### src/rtl/ex_madd_msub.sv
// Iterative MADD/MADDU/MSUB/MSUBU engine for the EX stage: a 4-step 32x8 multiply,
// then a HI/LO accumulate, with the product parked in ex_mem across the stall.
module ex_madd_msub (
  input  logic        clk,
  input  logic        rst,
  input  logic [7:0]  aluop_i,
  input  logic [31:0] reg1_i,
  input  logic [31:0] reg2_i,
  input  logic [31:0] hi_i,
  input  logic [31:0] lo_i,
  input  logic [63:0] hilo_i,
  input  logic [1:0]  cnt_i,
  output logic [63:0] hilo_o,
  output logic [1:0]  cnt_o,
  output logic        stallreq_o,
  output logic        whilo_o,
  output logic [31:0] hi_o,
  output logic [31:0] lo_o
);

  localparam logic [7:0] EXE_MADD_OP  = 8'b1010_0110;
  localparam logic [7:0] EXE_MADDU_OP = 8'b1010_1000;
  localparam logic [7:0] EXE_MSUB_OP  = 8'b1010_1010;
  localparam logic [7:0] EXE_MSUBU_OP = 8'b1010_1011;

  localparam logic [1:0] CNT_NONE = 2'b00;
  localparam logic [1:0] CNT_PROD = 2'b01;
  localparam logic [1:0] CNT_RES  = 2'b10;

  typedef enum logic [1:0] {S_IDLE, S_MUL, S_ACC, S_DONE} state_t;

  state_t      state, state_next;
  logic [1:0]  step;
  logic [63:0] acc;
  logic [31:0] op_a;
  logic [31:0] op_b;
  logic        neg;
  logic        sub;

  logic        is_signed_op;
  logic        is_sub_op;
  logic        is_mac;
  logic        start;
  logic [31:0] reg1_abs;
  logic [31:0] reg2_abs;
  logic [39:0] partial;
  logic [63:0] partial_shifted;
  logic [63:0] product;
  logic [63:0] result;

  assign is_signed_op = (aluop_i == EXE_MADD_OP) || (aluop_i == EXE_MSUB_OP);
  assign is_sub_op    = (aluop_i == EXE_MSUB_OP) || (aluop_i == EXE_MSUBU_OP);
  assign is_mac       = is_signed_op || (aluop_i == EXE_MADDU_OP) || (aluop_i == EXE_MSUBU_OP);
  // A held result (cnt_i=10) must not restart; a stale product (01) in IDLE does.
  assign start        = (state == S_IDLE) && is_mac && (cnt_i != CNT_RES);

  assign reg1_abs = (is_signed_op && reg1_i[31]) ? -reg1_i : reg1_i;
  assign reg2_abs = (is_signed_op && reg2_i[31]) ? -reg2_i : reg2_i;

  assign partial         = {8'b0, op_a} * {32'b0, op_b[7:0]};
  assign partial_shifted = {24'b0, partial} << {step, 3'b000};
  assign product         = neg ? -acc : acc;
  assign result          = sub ? ({hi_i, lo_i} - hilo_i) : ({hi_i, lo_i} + hilo_i);

  // NOTE: sequential state uses non-blocking assignments so every register samples
  // pre-edge values; blocking here would create order-dependent simulation races.
  always_ff @(posedge clk) begin
    if (rst) state <= S_IDLE;
    else     state <= state_next;
  end

  always_ff @(posedge clk) begin
    if (rst) begin
      step <= 2'd0;
      acc  <= 64'd0;
      op_a <= 32'd0;
      op_b <= 32'd0;
      neg  <= 1'b0;
      sub  <= 1'b0;
    end else begin
      case (state)
        S_IDLE: begin
          if (start) begin
            op_a <= reg1_abs;
            op_b <= reg2_abs;
            neg  <= is_signed_op && (reg1_i[31] ^ reg2_i[31]);
            sub  <= is_sub_op;
            acc  <= 64'd0;
            step <= 2'd0;
          end
        end
        S_MUL: begin
          acc  <= acc + partial_shifted;
          op_b <= op_b >> 8;
          step <= step + 2'd1;
        end
        default: ;
      endcase
    end
  end

  // NOTE: every combinational output gets a default before the case, so no path
  // leaves a signal unassigned and no latch is inferred.
  always_comb begin
    state_next = state;
    case (state)
      S_IDLE: if (start) state_next = S_MUL;
      S_MUL:  if (step == 2'd3) state_next = S_ACC;
      S_ACC:  state_next = S_DONE;
      S_DONE: if (cnt_i == CNT_PROD) state_next = S_IDLE;
      default: state_next = S_IDLE;
    endcase
  end

  always_comb begin
    stallreq_o = 1'b0;
    whilo_o    = 1'b0;
    hi_o       = 32'd0;
    lo_o       = 32'd0;
    hilo_o     = 64'd0;
    cnt_o      = CNT_NONE;
    if (!rst) begin
      case (state)
        S_IDLE: begin
          if (is_mac) begin
            if (cnt_i == CNT_RES) begin
              whilo_o      = 1'b1;
              {hi_o, lo_o} = hilo_i;
              hilo_o       = hilo_i;
              cnt_o        = CNT_RES;
            end else begin
              stallreq_o = 1'b1;
            end
          end
        end
        S_MUL: stallreq_o = 1'b1;
        S_ACC: begin
          stallreq_o = 1'b1;
          hilo_o     = product;
          cnt_o      = CNT_PROD;
        end
        S_DONE: begin
          if (cnt_i != CNT_PROD) begin
            stallreq_o = 1'b1;
            hilo_o     = product;
            cnt_o      = CNT_PROD;
          end else begin
            whilo_o      = 1'b1;
            {hi_o, lo_o} = result;
            hilo_o       = result;
            cnt_o        = CNT_RES;
          end
        end
        default: ;
      endcase
    end
  end

endmodule

### config.mk
export PLATFORM = sky130hd
export DESIGN_NAME = ex_madd_msub
export DESIGN_NICKNAME = d
export VERILOG_FILES = /design/src/rtl/ex_madd_msub.sv
export SDC_FILE = /design/constraint.sdc
export NUM_CORES = 2
export LEC_CHECK = 0
export BUFFER_PORTS_ARGS = -buffer_cell sky130_fd_sc_hd__buf_2
export CAP_MARGIN = 20
export CORE_MARGIN = 3
export CORE_UTILIZATION = 55
export DETAILED_ROUTE_END_ITERATION = 12
export PLACE_DENSITY = 0.79
export SLEW_MARGIN = 0
export SYNTH_ARGS = -nofsm -noshare
export SYNTH_HDL_FRONTEND = slang
export SYNTH_SLANG_ARGS = --single-unit
### constraint.sdc
create_clock -name clk -period 10.5 [get_ports clk]
set_clock_uncertainty 0.15 [all_clocks]
set_input_delay 3.15 -clock clk [delete_from_list [all_inputs] [get_ports clk]]
set_output_delay 3.15 -clock clk [all_outputs]
set_load 0.01 [all_outputs]
## After elaboration in Yosys (flattened, before gate mapping)

Index checks and enable logic that the tools add are counted.

- Register bits: 134
- Output and inout bits: 132
- Logic and storage cells: 91

- $add $sub $neg: 7
- Multipliers: 1
- Equal/unequal tests: 15
- Shift-type cells: 1
- Multiplexer cells: 44
- Bitwise logic cells: 1
- Reductions and logical operators: 15

Operator list:

| kind | number |
|---|---|
| $mux 64 | 7 |
| $mux 32 | 11 |
| $pmux 32 s2 | 3 |
| $pmux 64 s3 | 1 |
| $add 64x64->64 | 2 |
| $pmux 64 s2 | 1 |
| $neg 32->32 | 2 |
| $neg 64->64 | 1 |
| $shl 40x5->64 | 1 |
| $sub 64x64->64 | 1 |
| $mul 32x8->40 | 1 |
| $eq 8x8->1 const B | 4 |
| $mux 2 | 8 |
| $eq 2x2->1 const B | 4 |
| $mux 1 | 8 |
| $ne 2x2->1 const B | 4 |
| $pmux 2 s4 | 1 |
| $pmux 2 s3 | 1 |
| $logic_and 1x1->1 | 5 |
| $eq 2x1->1 const B | 2 |
| $logic_or 1x1->1 | 4 |
| $pmux 2 s2 | 1 |
| $reduce_and 2->1 | 2 |
| $pmux 1 s3 | 1 |
| 8 further kinds | 8 |

## Longest topological paths before layout

- Depth in word-level cells: 8
- Mapped depth: 35

## Worst setup path after synthesis

Ideal clock, no wire load.

- Kind: input to output
- Start point: in hilo_i[6]
- End point: out hi_o[31]
- Data arrival time: 7650 ps
- Setup slack: -450 ps
- Stages: 24
- Path buffers: 1
- Cell sequence: nor4_1 > nand2_1 > nor2_1 > nand2_1 > nor2_1 > nor2b_1 > and2_1 > and3_1 > and2_1 > clkbuf_1 > a21oi_1 > xnor2_1 > ha_1 > a21o_1 > a21o_1 > a21o_1 > a21o_1 > a21o_1 > a21o_1 > and2_1 > o21a_1 > a41oi_1 > o311ai_0 > o21ai_0

- Word-level cells in the longest chain between the ends: 5
- Elaborated cells between the ends (all ways): 6

Ends and longest elaborated chain:

| element | line | RTL |
|---|---|---|
| start: declaration | 11 | `input logic [63:0] hilo_i,` |
| $add 64x64->64 or $sub 64x64->64 (tied branches) | 63 | `assign result = sub ? ({hi_i, lo_i} - hilo_i) : ({hi_i, lo_i} + hilo_i);` |
| $mux 64 * | 63 |  |
| $mux 32 * | 143 | `if (cnt_i != CNT_PROD) begin` |
| $pmux 32 s2 * | 123 | `case (state)` |
| $mux 32 * | 122 | `if (!rst) begin` |
| end: declaration | 17 | `output logic [31:0] hi_o,` |

Mark *: on every way between the ends. The rest lies on a longest branch, timed or not.

## Final worst setup path

- Start point: in hilo_i[10]
- End point: out hilo_o[63]

- Word-level cells in the longest chain between the ends: 5
- Elaborated cells between the ends (all ways): 6

Ends and longest elaborated chain:

| element | line | RTL |
|---|---|---|
| $add 64x64->64 or $sub 64x64->64 (tied branches) | 63 |  |
| $mux 64 * | 63 |  |
| $mux 64 * | 143 |  |
| $pmux 64 s3 * | 123 |  |
| $mux 64 * | 122 |  |
| end: declaration | 13 | `output logic [63:0] hilo_o,` |

Marked as above.

==> impl_results.md <==
- Status: complete, but fails checks
- Failing checks: negative setup slack
- DP Wirelength: roughly 74000 um
- Area after DPL: 0.0304 mm2
- Count of flip-flops with a built-in enable after synthesis: 0
- Clk buf depth: 2
- Hold_buf cts: 0
- RSZ-0062 raised after global routing: true
- Clk pin slew, worst setup/hold paths: roughly 70 ps
- Final Hold Fails: 0
- Final setup fails: 20
- Setup CP Type: input pin to output port
- Ys async rst share: 0%
- Pwr Density: about 63 mW/mm2
- Average wire per standard cell: ~20 um
- Post-synth top area share: between 10 and 15%
- Setup WS post-layout: -301 ps
- Final non-filler cell area: around 0.032 mm2
- Final nets: between 4000 and 5000
- I/O Buffers: between 300 and 400
- Routed WL: ~94000 um
- Final period utilization: 103%
- Ys flop type: dfxtp_1
- I/O pin total: 336
- Synth Cell Area: ~0.026 mm2
- Fmax: 92.6 MHz
- Maxcap violations: 0
- Die Ht: 225 um
- CTS buffer count: 17
- Routed vias: around 29000
- Largest net degree at the start of global routing: 80
- Share of post-route cells with drive strength above 1: a little over a fifth
- Number of iterations in the first detailed-routing pass: 6
- DRC: 0
- Horiz. Die Dim: 225 um
- FILL cells: ~4000
- Max-slew violation count: 0
- GPL Wtd Cong: just over 1
- Core box area: around 0.047 mm2
- Clock root buffer: clkbuf_16
- Slowest cell on the critical path: ha_1
- Worst EP arrival: about 7500 ps
- Max Fanout on Critical Path: 4
- Syn Area/Cell: roughly 7.3 um2
- Slew @ Worst Pin: just over 1000 ps
- Leak: approximately 15 nW
- DR vias/cell: around 6
- Mapped Cells: approximately 3600
- Pre-CTS WS: -456 ps
- Tmin final: approximately 11000 ps
- Post-synthesis sequential area ratio: 10.2%
- Initial antenna violation count: 4
- Syn-to-layout area delta: 22.4%
- Main area contributors after synthesis: fa_1 (14%), dfxtp_1 (10%), ha_1 (9.6%), xnor2_1 (7.7%), a21oi_1 (6.3%)
- Initial Utilization: 56.3%
- Post-synth cell types: 86
- CTS tree: yes
- Cell mode on critical path: a21o_1
- Mapped Nets: around 4200
- Worst setup EP type: output port
- CTS sink cnt: about 130
- Gr ovfl total: 0
- Hold WC Path Type: flip-flop to flip-flop
- Clk Latency, worst-skew pair: around 450 ps
- Initial DRC Count: 2865
- Die ar.: 0.0507 mm2
- Worst Path Buf+Inv: 3
- Critical Path Max Stage Delay: approximately 310 ps
- Power consumption: approximately 2.0 mW
- Worst path required time: 7200 ps
- Most common cell after layout, fill and taps aside: nand2_1
- Maximum vdd ir drop: 0.111 mV
- Gr usage total: between 30% and 40%
- Htree depth: 4
- Slew headroom: between 30% and 40%
- Seq cells post-synth: roughly 130
- Vias in the first global route: 27458
- Final ANT Viol Nets: 0
- Synth warnings: 0
- Largest area contributor in the netlist: fa_1
- # rows: 79
- Commonest non-fill, non-tap cells in the layout: nand2_1 (391), nor2_1 (326), buf_2 (326)
- Setup crit start kind: input pin
- Cell family with most CP delay: compound AO/OA/AOI/OAI gates
- First-pass GRT wire length: 147000 um
[per-layer routing]
layer / part of all wire (%) / GRT usage [%] / up-vias / wire length [um]
met1: 40 / 46.0 / 13785 / 37800
met3: 9.1 / 7.46 / 320 / 8540
met4: 5.0 / 15.9 / 4 / 4740
met2: 46 / 58.0 / 1475 / 42800
li1: - / - / 13528 / -
met5: 0.027 / 0 / - / 25
[cell type report]
class	count	area (um2)	share of cell area, %
clock inverters	15	203	0.627
clock buffers	17	425	1.32
well taps	607	759	2.35
inverters	242	908	2.81
flip-flops and latches	134	2690	8.30
repair buffers	660	4260	13.2
diodes	2	5.00	0.0155
multi-input cells	3049	23100	71.4
[stage by stage]
stage | hold WS [ps] | std cells | utilization (%) | TNS (ps)
2_1_floorplan | 286 | 3619 | - | 0
3_3_place_gp | 293 | 4654 | 64.7 | -7050
3_5_place_dp | 297 | 4656 | 64.8 | -8140
4_1_cts | 309 | 4697 | 67.0 | -903
5_1_grt | 330 | 4726 | 68.9 | -9300
6_report | 307 | 4726 | 68.9 | -2470
[registers in the layout, summed over array words and instances (netlist names)]
| signal | count |
|---|---|
| state | 2 |
| neg | 1 |
| sub | 1 |
| step | 2 |
| op_a | 32 |
| op_b | 32 |
| acc | 64 |
[synth_stat cells, types with 15 or more instances]
cell type    n
nor2b_1     27
o21bai_1    45
o21ai_0    198
o31ai_1     39
a22o_1      19
buf_1       17
a22oi_1     73
nand4_1     39
mux2i_1     25
o21a_1      26
a21o_1      91
a31oi_1     29
o41ai_1     15
or4_1       16
dfxtp_1    134
and2_1     227
nor3_1      53
nor4_1      22
nand2_1    401
clkbuf_1   175
xor2_1      97
fa_1       182
nor2_1     336
a21oi_1    332
nand2b_1    30
or3_1       17
ha_1       202
a221o_1     26
inv_1      241
a211oi_1    47
nand3_1     47
and3_1      22
xnor2_1    233
[tightest hold or removal path: stages (launching register included)]
cell	delay [ps]
dfxtp_1	310
nand2_1	50
a21oi_1	50
[repair_timing]
item / 4_1_cts / 5_1_grt
buffers inserted: 10 / 30
endpoints found under the setup margin: 34 / 67
resized for setup: 81 / 130
pin swaps: 46 / 96
[cells by family (layout without fill, tap and decap cells)]
family | Yosys count | count (layout) | synth area share (%)
compound gates | 1016 | 1016 | 24.5
flops | 134 | 134 | 10.2
fa+ha+maj | 384 | 384 | 23.4
buf+inv | 436 | 934 | 6.21
simple gates | 1287 | 1287 | 23.5
xor+xnor | 330 | 330 | 10.9
mux | 32 | 32 | 1.29
other cells | 0 | 2 | 0
[where the power goes]
group,internal (mW),leakage (nW),switching (mW)
Clock,0.366,0.306,0.292
Combinational,0.346,13.9,0.507
Sequential,0.518,1.08,0.0195
[worst paths after layout]
check                  start          to  slack, ps  cells after the start
setup / recovery  hilo_i[10]  hilo_o[63]       -300                     26
hold / removal      op_b[17]    op_b[17]        310                      2
setup reg to reg     op_b[2]     acc[63]       1090                     32
hold reg to reg     op_b[17]    op_b[17]        310                      2
(Power assumes the default switching activity.)
